File: config.mk
export PLATFORM = sky130hd
export DESIGN_NAME = hazard_ctrl
export DESIGN_NICKNAME = d
export VERILOG_FILES = /design/src/rtl/hazard_ctrl.sv
export SDC_FILE = /design/constraint.sdc
export NUM_CORES = 1
export LEC_CHECK = 0
export ABC_AREA = 1
export BUFFER_PORTS_ARGS = -buffer_cell sky130_fd_sc_hd__buf_4
export CAP_MARGIN = 20
export CORE_UTILIZATION = 50
export CTS_BUF_LIST = sky130_fd_sc_hd__clkbuf_4 sky130_fd_sc_hd__clkbuf_8
export CTS_CLUSTER_SIZE = 25
export DETAILED_ROUTE_END_ITERATION = 8
export GPL_ROUTABILITY_DRIVEN = 0
export PLACE_DENSITY = 0.78
export SYNTH_ARGS = -nofsm -noshare
export SYNTH_HDL_FRONTEND = slang
export SYNTH_SLANG_ARGS = --single-unit
File: constraint.sdc
create_clock -name clk -period 1.5 [get_ports clk]
set_clock_uncertainty 0.05 [all_clocks]
set_input_delay 0.15 -clock clk [delete_from_list [all_inputs] [get_ports clk]]
set_output_delay 0.15 -clock clk [all_outputs]
set_load 0.02 [all_outputs]
File: src/rtl/hazard_ctrl.sv
`default_nettype none
// ============================================================================
// Module   : hazard_ctrl
// Brief    : 5-stage pipeline stall/bubble/flush sequencing with a shadow
//            scoreboard and registered EX forwarding selects.
// Option   : HAZARD_PERF_EN adds stall-cycle and redirect counters.
// Revision : 1.0
// ============================================================================
module hazard_ctrl #(
    parameter int REG_W = 5,
    parameter int FWD_W = 2
) (
    input  logic             clk,
    input  logic             resetn,
    input  logic             d_valid,
    input  logic [REG_W-1:0] d_rs1,
    input  logic [REG_W-1:0] d_rs2,
    input  logic             d_srca_r,
    input  logic             d_srcb_r,
    input  logic [REG_W-1:0] d_dst,
    input  logic             d_regwrite,
    input  logic             d_memread,
    input  logic             e_redirect,
    input  logic             i_busy,
    input  logic             d_busy,
    output logic             stall_f,
    output logic             stall_d,
    output logic             stall_e,
    output logic             stall_m,
    output logic             bubble_e,
    output logic             bubble_w,
    output logic             flush_d,
    output logic             drop_fetch,
    output logic [FWD_W-1:0] fwd_a,
    output logic [FWD_W-1:0] fwd_b
`ifdef HAZARD_PERF_EN
    ,
    output logic [31:0]      perf_stall_cnt,
    output logic [31:0]      perf_flush_cnt
`endif
);

    typedef struct packed {
        logic             valid;
        logic             regwrite;
        logic [REG_W-1:0] dst;
    } sb_entry_t;

    localparam logic [0:0]       c_idle   = 1'b0;
    localparam logic [0:0]       c_drop   = 1'b1;
    localparam logic [FWD_W-1:0] c_fwd_rf = FWD_W'(0);
    localparam logic [FWD_W-1:0] c_fwd_m  = FWD_W'(1);
    localparam logic [FWD_W-1:0] c_fwd_w  = FWD_W'(2);

    logic [0:0]       state_q, state_d;
    sb_entry_t        sb_e_q, sb_e_d;
    sb_entry_t        sb_m_q, sb_m_d;
    logic             e_memread_q, e_memread_d;
    logic [FWD_W-1:0] fwd_a_q, fwd_a_d;
    logic [FWD_W-1:0] fwd_b_q, fwd_b_d;

    logic w_hit_e_a, w_hit_e_b, w_hit_m_a, w_hit_m_b;
    logic w_redirect, w_load_use;
    logic w_stall_f, w_stall_d, w_stall_e, w_stall_m;
    logic w_bubble_e, w_bubble_w, w_flush_d, w_drop_fetch;

    function automatic logic src_hit(input logic             rd,
                                     input logic [REG_W-1:0] idx,
                                     input sb_entry_t        ent);
        return rd && (idx != '0) && ent.valid && ent.regwrite && (ent.dst == idx);
    endfunction

    assign w_hit_e_a = src_hit(d_srca_r, d_rs1, sb_e_q);
    assign w_hit_e_b = src_hit(d_srcb_r, d_rs2, sb_e_q);
    assign w_hit_m_a = src_hit(d_srca_r, d_rs1, sb_m_q);
    assign w_hit_m_b = src_hit(d_srcb_r, d_rs2, sb_m_q);

    // A pending memory wait freezes the whole back end, so redirect and
    // load-use are only honoured once it clears.
    assign w_redirect = e_redirect && !d_busy;
    assign w_load_use = d_valid && e_memread_q && (w_hit_e_a || w_hit_e_b)
                        && !e_redirect && !d_busy;

    always_comb begin
        w_stall_f  = 1'b0;
        w_stall_d  = 1'b0;
        w_stall_e  = 1'b0;
        w_stall_m  = 1'b0;
        w_bubble_e = 1'b0;
        w_bubble_w = 1'b0;
        w_flush_d  = 1'b0;
        if (d_busy) begin
            w_stall_f  = 1'b1;
            w_stall_d  = 1'b1;
            w_stall_e  = 1'b1;
            w_stall_m  = 1'b1;
            w_bubble_w = 1'b1;
        end else if (w_redirect) begin
            w_flush_d  = 1'b1;
            w_bubble_e = 1'b1;
        end else if (w_load_use) begin
            w_stall_f  = 1'b1;
            w_stall_d  = 1'b1;
            w_bubble_e = 1'b1;
        end else if ((state_q == c_drop) || i_busy) begin
            w_stall_f  = 1'b1;
            w_flush_d  = 1'b1;
        end
    end

    assign w_drop_fetch = (state_q == c_drop);

    always_comb begin
        state_d = state_q;
        case (state_q)
            c_idle:  if (w_redirect && i_busy) state_d = c_drop;
            c_drop:  if (!w_redirect && !i_busy) state_d = c_idle;
            default: state_d = c_idle;
        endcase
    end

    always_comb begin
        sb_m_d = d_busy ? sb_m_q : sb_e_q;
        if (d_busy) begin
            sb_e_d      = sb_e_q;
            e_memread_d = e_memread_q;
            fwd_a_d     = fwd_a_q;
            fwd_b_d     = fwd_b_q;
        end else if (w_bubble_e) begin
            sb_e_d      = '0;
            e_memread_d = 1'b0;
            fwd_a_d     = c_fwd_rf;
            fwd_b_d     = c_fwd_rf;
        end else begin
            sb_e_d.valid    = d_valid;
            sb_e_d.regwrite = d_regwrite;
            sb_e_d.dst      = d_dst;
            e_memread_d     = d_valid && d_memread;
            // Producer one ahead (now in E) is the most recent writer, so it wins.
            fwd_a_d = w_hit_e_a ? c_fwd_m : (w_hit_m_a ? c_fwd_w : c_fwd_rf);
            fwd_b_d = w_hit_e_b ? c_fwd_m : (w_hit_m_b ? c_fwd_w : c_fwd_rf);
        end
    end

    always_ff @(posedge clk or negedge resetn) begin
        if (!resetn) begin
            state_q     <= c_idle;
            sb_e_q      <= '0;
            sb_m_q      <= '0;
            e_memread_q <= 1'b0;
            fwd_a_q     <= '0;
            fwd_b_q     <= '0;
        end else begin
            state_q     <= state_d;
            sb_e_q      <= sb_e_d;
            sb_m_q      <= sb_m_d;
            e_memread_q <= e_memread_d;
            fwd_a_q     <= fwd_a_d;
            fwd_b_q     <= fwd_b_d;
        end
    end

    assign stall_f    = resetn && w_stall_f;
    assign stall_d    = resetn && w_stall_d;
    assign stall_e    = resetn && w_stall_e;
    assign stall_m    = resetn && w_stall_m;
    assign bubble_e   = resetn && w_bubble_e;
    assign bubble_w   = resetn && w_bubble_w;
    assign flush_d    = resetn && w_flush_d;
    assign drop_fetch = resetn && w_drop_fetch;
    assign fwd_a      = fwd_a_q;
    assign fwd_b      = fwd_b_q;

`ifdef HAZARD_PERF_EN
    logic [31:0] perf_stall_q, perf_stall_d;
    logic [31:0] perf_flush_q, perf_flush_d;

    always_comb begin
        perf_stall_d = perf_stall_q + {31'd0, w_stall_d};
        perf_flush_d = perf_flush_q + {31'd0, w_redirect};
    end

    always_ff @(posedge clk or negedge resetn) begin
        if (!resetn) begin
            perf_stall_q <= '0;
            perf_flush_q <= '0;
        end else begin
            perf_stall_q <= perf_stall_d;
            perf_flush_q <= perf_flush_d;
        end
    end

    assign perf_stall_cnt = perf_stall_q;
    assign perf_flush_cnt = perf_flush_q;
`else
    // Default build carries no performance counters.
`endif

endmodule
`default_nettype wire

; Yosys cells after proc, flatten, opt, wreduce, memory -nomap -nowiden
; Index checks and enable logic that the tools add are counted.
[op_classes]
n_eq_ne = 4
muxes = 24
n_reduce_logical = 36
bitwise_logic = 1
[ops]
columns = op, n
row1 = logical AND 1 bit, 28
row2 = equality test 5 bit, 4
row3 = 2-to-1 mux 1 bit, 16
row4 = 2-to-1 mux 2 bit, 6
row5 = nonzero test 5 bit, 2
row6 = 2-to-1 mux 7 bit, 1
row7 = zero test 1 bit, 4
row8 = logical OR 1 bit, 2
row9 = one-hot mux 1 bit (2 select lines), 1
row10 = NOT 1 bit, 1
[word_totals]
register_bits = 20
output_inout_bits = 12
word_cells = 75

; Logic depth before layout (Yosys ltp)
; Gate-level depths: netlist (run 1).
[logic_depth]
word_depth = 13
ltp_mapped = 12
depth_no_buf = 12

; Worst setup path after synthesis (run 1)
; Ideal clock, no wire load.
[synth_timing]
kind = register to output
from = register sb_e_q[2] (netlist bit)
to = output port flush_d
path_slack_ps = -51
n_path_buf = 0
stages_incl_launch_ff = 10
arrival_ps = 1351
cell_sequence = dfrtp_1 -> inv_2 -> or2_1 -> nand2_1 -> nor2_1 -> nand3_2 -> nand2_2 -> nand2_4 -> nand3_1 -> a21oi_1
[synth_between]
elab_chain_cells = 10
[synth_lines]
columns = item, line_no
row1 = from (decl), 56  ; sb_entry_t sb_e_q, sb_e_d;
row2 = from (signal assigned), 148  ; sb_e_q <= '0;
row3 = from (signal assigned), 155  ; sb_e_q <= sb_e_d;
row4 = equality test 5 bit, 70  ; return rd && (idx != '0) && ent.valid && ent.regwrite && (ent.dst == idx);
row5 = logical AND 1 bit, 70
row6 = logical OR 1 bit (*), 81  ; assign w_load_use = d_valid && e_memread_q && (w_hit_e_a || w_hit_e_b)
row7 = logical AND 1 bit (*), 81
row8 = logical AND 1 bit (*) (2 in series), 82  ; && !e_redirect && !d_busy;
row9 = 2-to-1 mux 1 bit (*), 101  ; end else if (w_load_use) begin
row10 = 2-to-1 mux 1 bit (*), 98  ; end else if (w_redirect) begin
row11 = 2-to-1 mux 1 bit (*), 92  ; if (d_busy) begin
row12 = logical AND 1 bit (*), 169  ; assign flush_d = resetn && w_flush_d;
row13 = to (decl), 32  ; output logic flush_d,
; Every way passes the cells marked *; elsewhere a longest branch is shown, timed or not.

; Worst setup path in the final report (run 1)
[layout_timing]
from = register sb_e_q[3] (netlist bit)
to = output port stall_f
[layout_between]
elab_chain_cells = 10
[layout_lines]
columns = item, line_no
row1 = equality test 5 bit, 70
row2 = logical AND 1 bit, 70
row3 = logical OR 1 bit (*), 81
row4 = logical AND 1 bit (*), 81
row5 = logical AND 1 bit (*) (2 in series), 82
row6 = 2-to-1 mux 1 bit (*), 101
row7 = 2-to-1 mux 1 bit (*), 98
row8 = 2-to-1 mux 1 bit (*), 92
row9 = logical AND 1 bit (*), 163  ; assign stall_f = resetn && w_stall_f;
row10 = to (decl), 26  ; output logic stall_f,
; Marks and branches as above.

==> key figures, run 1 <==
Detailed routing
  • DRT Wirelength: 3.82 mm
  • Routed vias: ~1500
  • Routed WL per cell: roughly 13 um
  • Detail Route Antenna Nets: 0
  • Via density per instance: 5.17
  • # DRC: 0
  • Initial drt markers: 41
  • TritonRoute pass-1 iters: 4

Synthesis
  • Synth unique cells: 29
  • Syn_nets: between 200 and 250
  • Sequential element share of the synthesized area: between 30% and 40%
  • Post-Synthesis Cells: 196
  • Ys Warns: 0
  • Mapped Avg Cell Area: between 6 and 7 um^2
  • Post-Syn Area: ~0.0014 mm^2
  • #FFs+latches synth: 20

Critical path
  • R2R Path End: fwd_b[1]$_DFFE_PN0N_
  • Crit-path leading delay family: simple AND/OR/NAND/NOR gates
  • Arr. time, crit path: 1800 ps
  • CP endpoint: stall_f
  • Worst setup EP type: output port
  • Max incr delay on CP: between 400 and 500 ps
  • Reg2reg start: sb_e_q[3]$_DFFE_PN0N_
  • FF-to-FF path depth: 13
  • CP bufs+invs: 3
  • Register-to-register setup slack: -330 ps
  • Data required time of the critical path: between 1000 and 1500 ps
  • CP max-delay cell: dfrtp_1
  • Crit-path cells: inv_2, nor2_2, nor2_2, nand2_1, nor2_1, nand3_2, nand2_2, nand2_4, nand2_8, o21ai_2, inv_1, buf_6
  • CP Class: flip-flop to output port
  • Critical path launch point: sb_e_q[3]$_DFFE_PN0N_
  • Worst path depth: 12
  • Crit-path most repeated cell: nor2_2
  • Worst Path Max Fanout: 6
  • CP Launch Type: flip-flop

Die
  • Die Y: roughly 54 um
  • # IOs: 37
  • Die area: roughly 0.003 mm^2
  • Core Region: approximately 0.0025 mm^2
  • Initial Util: 54.1%
  • Rows: 18
  • Die X: roughly 54 um

Timing
  • Max frequency: approximately 500 MHz
  • # setup viols final: 16
  • Fin Setup TNS: -4380 ps
  • Worst hold slack: between 60 and 70 ps
  • Hold Vio Cnt, Final: 0
  • Unrepaired setup endpoints after global routing: true
  • Slew @ Worst Pin: about 430 ps
  • Final Cycle Share: 133%
  • Max_slew headroom: between 70% and 80%
  • Final min period: 2000 ps
  • Final worst setup slack: -502 ps
  • Final Slew Violations: 0

Run status
  • Failing checks: setup timing
  • Status: complete, but fails checks

Final layout
  • Footprint of the multi-input gates: between 700 and 800 um^2
  • Storage cell area: ~500 um^2
  • NumNets Final: between 200 and 300
  • Area growth syn-to-layout: 43.2%
  • Layout cells sized above 1: between 30% and 40%
  • Fill count: roughly 180
  • Design area: 0.00195 mm^2
  • Antenna diode count: 0
  • Commonest cells after routing, fill and taps aside: nand2_1, buf_4, inv_1, dfrtp_1, nor2_1

Pwr
  • PD cells: 681 mW/mm^2
  • Worst vdd rail ir drop: around 0.0006 V
  • Leakage: 1.08 nW

Placement
  • Hpwl dp: 2.84 mm
  • Port bufs: 36
  • Placed Area: ~0.0018 mm^2
  • Dpl ws: -157 ps

GRT
  • Tot GR Track Use: between 20% and 30%
  • Vias in the first global route: about 1500
  • Total gr overflow: 0
  • Initial antenna violation count: 0
  • Pin count of the biggest net entering global routing: 15
  • First-pass GRT wire length: 6.15 mm

Clock network
  • Maximum clock insertion buffer count: 2
  • Clock-pin slew on the worst setup and hold paths: between 100 and 150 ps
  • CTS tree: yes
  • H-tree lvl count: 1
  • CTS Buf Count: 3
  • Clock Latency Late Sink: ~300 ps
  • CTS Sinks: 20
  • Root buffer cell: clkbuf_4

Hold path
  • Hold path start: d_memread
  • Min-Delay Path Class: input pin to flip-flop

Flow run
  • Max-cap violations: 0
==> metal layers <==
metal,vias to the layer above,GRT usage (%),share of wire (%)
met5,-,0,0
met4,0,13.7,1.8
met3,8,5.28,4.4
met2,42,53.5,51
met1,695,34.0,43
li1,743,-,-
==> registers in the layout, summed over array words and instances (netlist names) <==
| register | flops |
|---|---|
| sb_e_q | 7 |
| sb_m_q | 7 |
| fwd_a | 2 |
| fwd_b | 2 |
| e_memread_q | 1 |
| state_q | 1 |
==> report_power, final <==
group	total (W)	switching [W]	leakage [nW]	internal [W]
sequential	0.000620	0.0000362	0.259	0.000583
combinational	0.000455	0.000240	0.808	0.000215
clock	0.000256	0.000163	0.0138	0.0000937
==> Yosys cell counts <==
master	n	area, um^2
nand2_4	1	11.3
nor2_1	21	78.8
xor2_1	6	52.6
o21ai_0	10	50.1
nand3_1	9	45.0
nor3b_1	1	7.51
nor3_2	1	10.0
nor2_2	2	12.5
a21oi_1	3	15.0
and3_1	2	12.5
clkbuf_1	3	11.3
inv_2	2	7.51
nand2_1	59	221
nand2_2	1	6.26
nor3_1	2	10.0
nand3_2	1	10.0
a22oi_1	1	7.51
o22ai_1	6	37.5
buf_4	2	15.0
o21ai_2	3	26.3
buf_2	1	5.00
or2_1	1	6.26
nand4_1	5	31.3
or2_2	2	12.5
inv_1	27	101
nor4_4	1	21.3
dfrtp_1	20	500
nand2_8	1	20.0
xnor2_1	2	17.5
==> how the worst min path moves through the flow <==
stage | depth (start not counted) | to
2_1_floorplan | 0 | e_memread_q$_DFFE_PN0N_
3_3_place_gp | 1 | fwd_b[0]$_DFFE_PN0N_
3_5_place_dp | 1 | fwd_a[0]$_DFFE_PN0N_
4_1_cts | 3 | sb_e_q[2]$_DFFE_PN0N_
5_1_grt | 3 | e_memread_q$_DFFE_PN0N_
6_report | 3 | e_memread_q$_DFFE_PN0N_
==> logic make-up after synthesis <==
kind of cell	Yosys count	share of synthesized area, %
and+or+nand+nor	110	37.9
buffers and inverters	35	10.3
AOI/OAI and AO/OA	23	10.0
DFF	20	36.7
xor gates and xnor gates	8	5.14
==> worst register-to-register path, stage by stage, from the launching register on <==
cell	delay [ps]
dfrtp_1	410
inv_2	110
nor2_2	60
nor2_2	120
nand2_1	80
nor2_1	130
nand3_2	90
nand2_2	100
nand2_4	90
buf_4	150
buf_4	120
buf_6	100
nand4_1	80
nand2_1	60
==> repair_timing <==
item	in CTS	in global routing
buffers inserted	15	4
resized for setup	18	9
gates cloned	0	0
endpoints found under the hold margin	20	0
hold buffers	1	0
endpoints found under the setup margin	16	16
pin swaps	3	7
==> stage by stage <==
stage	std cells	utilization, %	power (W)
floorplan	196	-	0.000839
finish	288	77.4	0.00133
global route	288	77.4	0.00141
detailed placement	275	70.8	0.00103
global placement	275	70.8	0.00102
CTS	291	78.5	0.00133
==> cell type report <==
cell class	count	area share, %
Timing Repair Buffer	65	26.3
Inverter	29	5.57
Sequential cell	20	25.6
Multi-Input combinational cell	141	39.5
Tap cell	30	1.92
Clock buffer	3	1.15
No activity file was read; power rests on OpenSTA's default activity.
==> inputs of run 2 (changes only) <==
Settings changed: GPL_ROUTABILITY_DRIVEN 0 to default, PLACE_DENSITY 0.78 to 0.85.
==> key figures, run 2 (same netlist as run 1, synthesis figures left out) <==
Critical path
  • FF-to-FF path depth: 13 (unchanged)
  • Crit-path leading delay family: simple AND/OR/NAND/NOR gates
  • Worst Path Max Fanout: 6 (unchanged)
  • Data required time of the critical path: 1300 ps (about the same)
  • Max incr delay on CP: 430 ps (+20 ps)
  • R2R Path End: fwd_b[1]$_DFFE_PN0N_
  • Crit-path cells: inv_2, nor2_1, nor2_1, nand2_1, nor2_2, nand3_2, nand2_2, nand2_4, nand3_1, a21oi_2, buf_4
  • Crit-path most repeated cell: nor2_1
  • CP Class: flip-flop to output port
  • Reg2reg start: sb_e_q[3]$_DFFE_PN0N_
  • CP Launch Type: flip-flop
  • CP max-delay cell: dfrtp_1
  • CP bufs+invs: 2 (-1)
  • Arr. time, crit path: 1810 ps (about the same)
  • Worst setup EP type: output port
  • Register-to-register setup slack: -360 ps (-30 ps)

Clock network
  • Clock-pin slew on the worst setup and hold paths: 120 ps (about the same)
  • Root buffer cell: clkbuf_4
  • CTS tree: yes
  • Clock Latency Late Sink: 310 ps (about the same)
  • CTS Sinks: 20 (unchanged)
  • Maximum clock insertion buffer count: 2 (unchanged)
  • CTS Buf Count: 3 (unchanged)
  • H-tree lvl count: 1 (unchanged)

Detailed routing
  • Via density per instance: 5.44 (+5.3%)
  • Routed WL per cell: 13.9 um (+5.0%)
  • Initial drt markers: 64 (+56%)
  • # DRC: 0 (unchanged)
  • Routed vias: 1556 (+4.6%)
  • TritonRoute pass-1 iters: 5 (+1)
  • Detail Route Antenna Nets: 0 (unchanged)
  • DRT Wirelength: 3.98 mm (+4.2%)

Final layout
  • Area growth syn-to-layout: 41.3%
  • Most common cell after layout, fill and taps aside: nand2_1
  • Antenna diode count: 0 (unchanged)
  • Fill count: 177 (-2.2%)
  • Footprint of the multi-input gates: 753 um^2 (-2.3%)
  • Storage cell area: 500 um^2 (unchanged)
  • Layout cells sized above 1: 34.4% (-2.4 points)
  • NumNets Final: 282 (-1.1%)
  • Biggest regs: sb_e_q (7), sb_m_q (7)
  • Commonest cells after routing, fill and taps aside: nand2_1, buf_4, inv_1, dfrtp_1, nor2_1
  • Number of non-filler instances in the completed layout: 286 (-0.69%)

Die
  • Die area: 0.00294 mm^2 (unchanged)
  • Initial Util: 54.1% (unchanged)
  • Core Region: 0.00252 mm^2 (unchanged)
  • Rows: 18 (unchanged)
  • Die Y: 54.2 um (unchanged)
  • Die X: 54.2 um (unchanged)
  • # IOs: 37 (unchanged)

GRT
  • Met3 GRT Util: 4.72% (-0.56 points)
  • Initial antenna violation count: 0 (unchanged)
  • Vias in the first global route: 1464 (-1.4%)
  • Met2 GRT Util: 53.3% (-0.20 points)
  • First-pass GRT wire length: 6.13 mm (-0.32%)
  • Met1 usage: 35.6% (+1.6 points)
  • Tot GR Track Use: 30.0% (+0.19 points)
  • Pin count of the biggest net entering global routing: 21 (+6)
  • Total gr overflow: 0 (unchanged)
  • Top Usage Layer GRT: met2

Hold path
  • Hold-critical path depth: 3 (unchanged)
  • Min-Delay Path Class: input pin to flip-flop
  • Hold EP: sb_e_q[5]$_DFFE_PN0N_
  • Hold path start: d_regwrite

Timing
  • Final Slew Violations: 0 (unchanged)
  • Unrepaired setup endpoints after global routing: true
  • Final min period: 2010 ps (+6.90 ps)
  • # setup viols final: 16 (unchanged)
  • Final Cycle Share: 134% (+0.46 points)
  • Max_slew headroom: 81.7% (+10 points)
  • Final worst setup slack: -509 ps (-6.90 ps)
  • Max frequency: 498 MHz (-0.34%)
  • Hold Vio Cnt, Final: 0 (unchanged)
  • Slew @ Worst Pin: 275 ps (-153 ps)

Placement
  • Hpwl dp: 2.84 mm (+0.10%)
  • Dpl ws: -116 ps (+41.3 ps)
  • Port bufs: 36 (unchanged)
  • RePlAce Congestion: 0.879
  • Dpl cells: 276 (+0.36%)

Run status
  • Failing checks: setup timing
  • Status: complete, but fails checks

Pwr
  • Leakage: 1.07 nW (-0.96%)
  • Worst vdd rail ir drop: 0.000569 V (-7.5%)
  • PD cells: 723 mW/mm^2 (+6.2%)

Flow run
  • Max-cap violations: 0 (unchanged)
## run 2: cell types whose count changed in the layout (fill, tap and decap cells not counted), sizes merged
cell    before  now
buf         64   61
clkbuf       3    4
## run 2: worst max-delay path by stage
| stage | endpoint | startpoint | slack [ps] | cells past startpoint |
|---|---|---|---|---|
| 2_1_floorplan | bubble_e | sb_e_q[3]$_DFFE_PN0N_ | -50 | 9 |
| 3_3_place_gp | flush_d | sb_e_q[3]$_DFFE_PN0N_ | -40 | 11 |
| 3_5_place_dp | stall_d | sb_e_q[3]$_DFFE_PN0N_ | -120 | 10 |
| 4_1_cts | flush_d | sb_e_q[3]$_DFFE_PN0N_ | -460 | 11 |
| 5_1_grt | flush_d | sb_e_q[3]$_DFFE_PN0N_ | -580 | 11 |
| 6_report | flush_d | sb_e_q[3]$_DFFE_PN0N_ | -510 | 11 |
## run 2: per-stage QoR
step | TNS, ps | utilization [%] | area [um^2] | hold slack, ps | power, W
2_1_floorplan | -94.6 | - | 1370 | -196 | 0.000839
3_3_place_gp | -127 | 71.1 | 1790 | 105 | 0.00102
3_5_place_dp | -1050 | 71.1 | 1790 | 115 | 0.00103
4_1_cts | -2980 | 75.1 | 1890 | 35.7 | 0.00137
5_1_grt | -5150 | 76.4 | 1930 | 36.8 | 0.00146
6_report | -4390 | 76.4 | 1930 | 34.2 | 0.00139
## run 2: routing by layer
metal | up-vias | wire length [um]
met5 | - | 0
met4 | 0 | 148
met3 | 21 | 305
met2 | 87 | 1930
met1 | 715 | 1600
li1 | 733 | -
## run 2: worst register-to-register path, stage by stage, from the launching register on
cell and delay, ps:
dfrtp_1 430, inv_2 100, nor2_1 50, nor2_1 130, nand2_1 90, nor2_2 100, nand3_2 100, nand2_2 100
nand2_4 90, buf_4 160, buf_6 100, buf_6 100, nand4_1 100, nand2_1 70
## run 2: repair_timing
action,in CTS,in global routing
buffers inserted,3,2
endpoints found under the hold margin,20,0
gates resized for setup,8,6
setup endpoints to repair,16,16
hold buffers,1,0
pin swaps,0,0
## run 2: where the power goes
part | leakage [nW] | internal, W | total [W] | switching [W]
registers | 0.259 | 0.000583 | 0.000618 | 0.0000344
logic | 0.791 | 0.000206 | 0.000441 | 0.000235
clock network | 0.0210 | 0.000148 | 0.000335 | 0.000187
## run 2: cell type report
type,instances,area share (%)
Multi-Input combinational cell,141,39.1
Sequential cell,20,26.0
Timing Repair Buffer,62,25.5
Inverter,29,5.65
Tap cell,30,1.95
Clock buffer,4,1.88
==> inputs of run 3 (changes only) <==
Settings changed: CAP_MARGIN 20 to default, CORE_UTILIZATION 50 to 49, PLACE_DENSITY 0.85 to 0.86.
Clock period 1.5 ns to 1.8 ns, I/O delays scaled along.
==> key figures, run 3 (same netlist as run 1, synthesis figures left out) <==
GRT
  • Met2 GRT Util: 41.8% (-11 points)
  • First-pass GRT wire length: 5.11 mm (-17%)
  • Vias in the first global route: 1226 (-16%)
  • Met3 GRT Util: 1.67% (-3.1 points)
  • Met1 usage: 31.6% (-4.0 points)
  • Pin count of the biggest net entering global routing: 15 (-29%)
  • Top Usage Layer GRT: met2
  • Total gr overflow: 0 (unchanged)
  • Initial antenna violation count: 0 (unchanged)
  • Tot GR Track Use: 24.1% (-5.9 points)

Detailed routing
  • DRT Wirelength: 3.34 mm (-16%)
  • Via density per instance: 5.21 (-4.1%)
  • TritonRoute pass-1 iters: 4 (-1)
  • Routed vias: 1408 (-9.5%)
  • Detail Route Antenna Nets: 0 (unchanged)
  • Routed WL per cell: 12.4 um (-11%)
  • # DRC: 0 (unchanged)
  • Initial drt markers: 47 (-27%)

Clock network
  • Clock-pin slew on the worst setup and hold paths: 110 ps (about the same)
  • CTS tree: yes
  • Root buffer cell: clkbuf_4
  • H-tree lvl count: 1 (unchanged)
  • CTS Sinks: 20 (unchanged)
  • CTS Buf Count: 3 (unchanged)
  • Clock Latency Late Sink: 300 ps (about the same)
  • Maximum clock insertion buffer count: 2 (unchanged)

Critical path
  • Worst Path Max Fanout: 5 (-1)
  • Crit-path most repeated cell: nand3_2
  • CP Class: flip-flop to output port
  • Max incr delay on CP: 370 ps (-60 ps)
  • FF-to-FF path depth: 12 (-1)
  • Worst setup EP type: output port
  • Worst path depth: 10 (-1)
  • Data required time of the critical path: 1570 ps (+270 ps)
  • Crit-path cells: inv_2, or2_1, nand2_1, nor2_1, nand3_2, nand2_2, nand2_4, nand3_2, a21oi_2, buf_6
  • CP bufs+invs: 2 (unchanged)
  • CP Launch Type: flip-flop
  • CP max-delay cell: dfrtp_1
  • Arr. time, crit path: 1700 ps (-110 ps)
  • Crit-path leading delay family: simple AND/OR/NAND/NOR gates

Die
  • Die X: 54.8 um (+0.98%)
  • Die area: 0.00300 mm^2 (+2.0%)
  • Rows: 18 (unchanged)
  • Die Y: 54.8 um (+0.98%)
  • Initial Util: 53.6% (-0.48 points)
  • Core Region: 0.00254 mm^2 (+0.89%)
  • # IOs: 37 (unchanged)

Pwr
  • PD cells: 611 mW/mm^2 (-16%)
  • Leakage: 0.987 nW (-7.8%)
  • Worst vdd rail ir drop: 0.000470 V (-17%)

Timing
  • Max_slew headroom: 67.8% (-14 points)
  • Max frequency: between 500 and 600 MHz
  • Final Slew Violations: 0 (unchanged)
  • # setup viols final: 4 (-12)
  • Hold Vio Cnt, Final: 0 (unchanged)
  • Final min period: about 1900 ps
  • Final worst setup slack: -135 ps (+374 ps)
  • Unrepaired setup endpoints after global routing: true
  • Final Cycle Share: 107%
  • Slew @ Worst Pin: 483 ps (+208 ps)

Placement
  • Placed Area: 0.00166 mm^2 (-7.7%)
  • Port bufs: 36 (unchanged)
  • Dpl ws: 135 ps (+251 ps)
  • Hpwl dp: 2.56 mm (-9.8%)
  • RePlAce Congestion: 0.903 (+2.7%)

Run status
  • Status: complete, but fails checks
  • Failing checks: setup timing

Final layout
  • Area growth syn-to-layout: 31.2%
  • Fill count: 219 (+24%)
  • Antenna diode count: 0 (unchanged)
  • Biggest regs: sb_e_q (7), sb_m_q (7)
  • NumNets Final: 266 (-5.7%)
  • Most common cell after layout, fill and taps aside: nand2_1
  • Design area: 0.00179 mm^2 (-7.1%)
  • Layout cells sized above 1: 30.8% (-3.5 points)
  • Commonest cells after routing, fill and taps aside: nand2_1, buf_4, inv_1, nor2_1, dfrtp_1

Hold path
  • Min-Delay Path Class: input pin to flip-flop
  • Hold-critical path depth: 3 (unchanged)

Flow run
  • Max-cap violations: 0 (unchanged)
[run 3: changes by cell type in the layout (fill, tap and decap cells not counted)]
cell,previous run,this run
buf_4,55,42
buf_6,6,3
inv_1,26,24
inv_2,3,5
nand2_1,59,57
nand2_2,1,3
o22ai_1,4,6
o22ai_2,2,0
a21oi_1,1,0
a21oi_2,2,3
nor2_1,19,20
nor2_2,4,3
o21ai_0,9,10
o21ai_1,1,0
[run 3: repair_timing]
| action | in CTS | in global routing |
|---|---|---|
| resized for setup | 7 | 6 |
| buffers inserted | 5 | 2 |
| pin swaps | 1 | 1 |
| setup endpoints to repair | 4 | 4 |
| hold buffers | 1 | 0 |
| endpoints found under the hold margin | 20 | 0 |
[run 3: report_power, final]
group / internal, W / switching (W)
Clock: 0.000123 / 0.000133
Combinational: 0.000141 / 0.000177
Sequential: 0.000486 / 0.0000336
Total: 0.000750 / 0.000343
[run 3: final timing paths]
check | startpoint | endpoint | slack [ps]
max | sb_e_q[2]$_DFFE_PN0N_ | flush_d | -130
min | d_memread | e_memread_q$_DFFE_PN0N_ | 80
max reg2reg | sb_e_q[3]$_DFFE_PN0N_ | sb_e_q[6]$_DFFE_PN0N_ | 90
min reg2reg | fwd_b[1]$_DFFE_PN0N_ | fwd_b[1]$_DFFE_PN0N_ | 440
max in group asynchronous | resetn | fwd_a[0]$_DFFE_PN0N_ | 1120
min in group asynchronous | resetn | fwd_a[1]$_DFFE_PN0N_ | 200
[run 3: layout make-up]
class	instances	area [um^2]	share of cell area, %
inverter	29	109	6.08
timing repair buffer	46	359	20.1
multi-input combinational	141	747	41.7
clock buffer	4	36.3	2.03
tap	30	37.5	2.10
sequential	20	500	28.0
[run 3: layer usage]
| metal | vias up | wire, um |
|---|---|---|
| li1 | 704 | - |
| met1 | 649 | 1460 |
| met2 | 51 | 1680 |
| met3 | 4 | 173 |
| met4 | 0 | 29 |
| met5 | - | 0 |
[run 3: tightest hold or removal path: stages]
cell     delay [ps]
buf_4            80
nand4_1          70
o21ai_0          70
[run 3: through the flow]
step	hold slack, ps	cells	TNS (ps)	power (W)	utilization [%]
final	80.9	270	-498	0.00109	70.3
after global routing	81.9	270	-1170	0.00116	70.3
after CTS	76.2	268	-484	0.00110	69.0
after detailed placement	-30.9	258	0	0.000817	65.0
after global placement	-32.6	258	0	0.000808	65.0
after floorplan	-166	196	0	0.000698	-
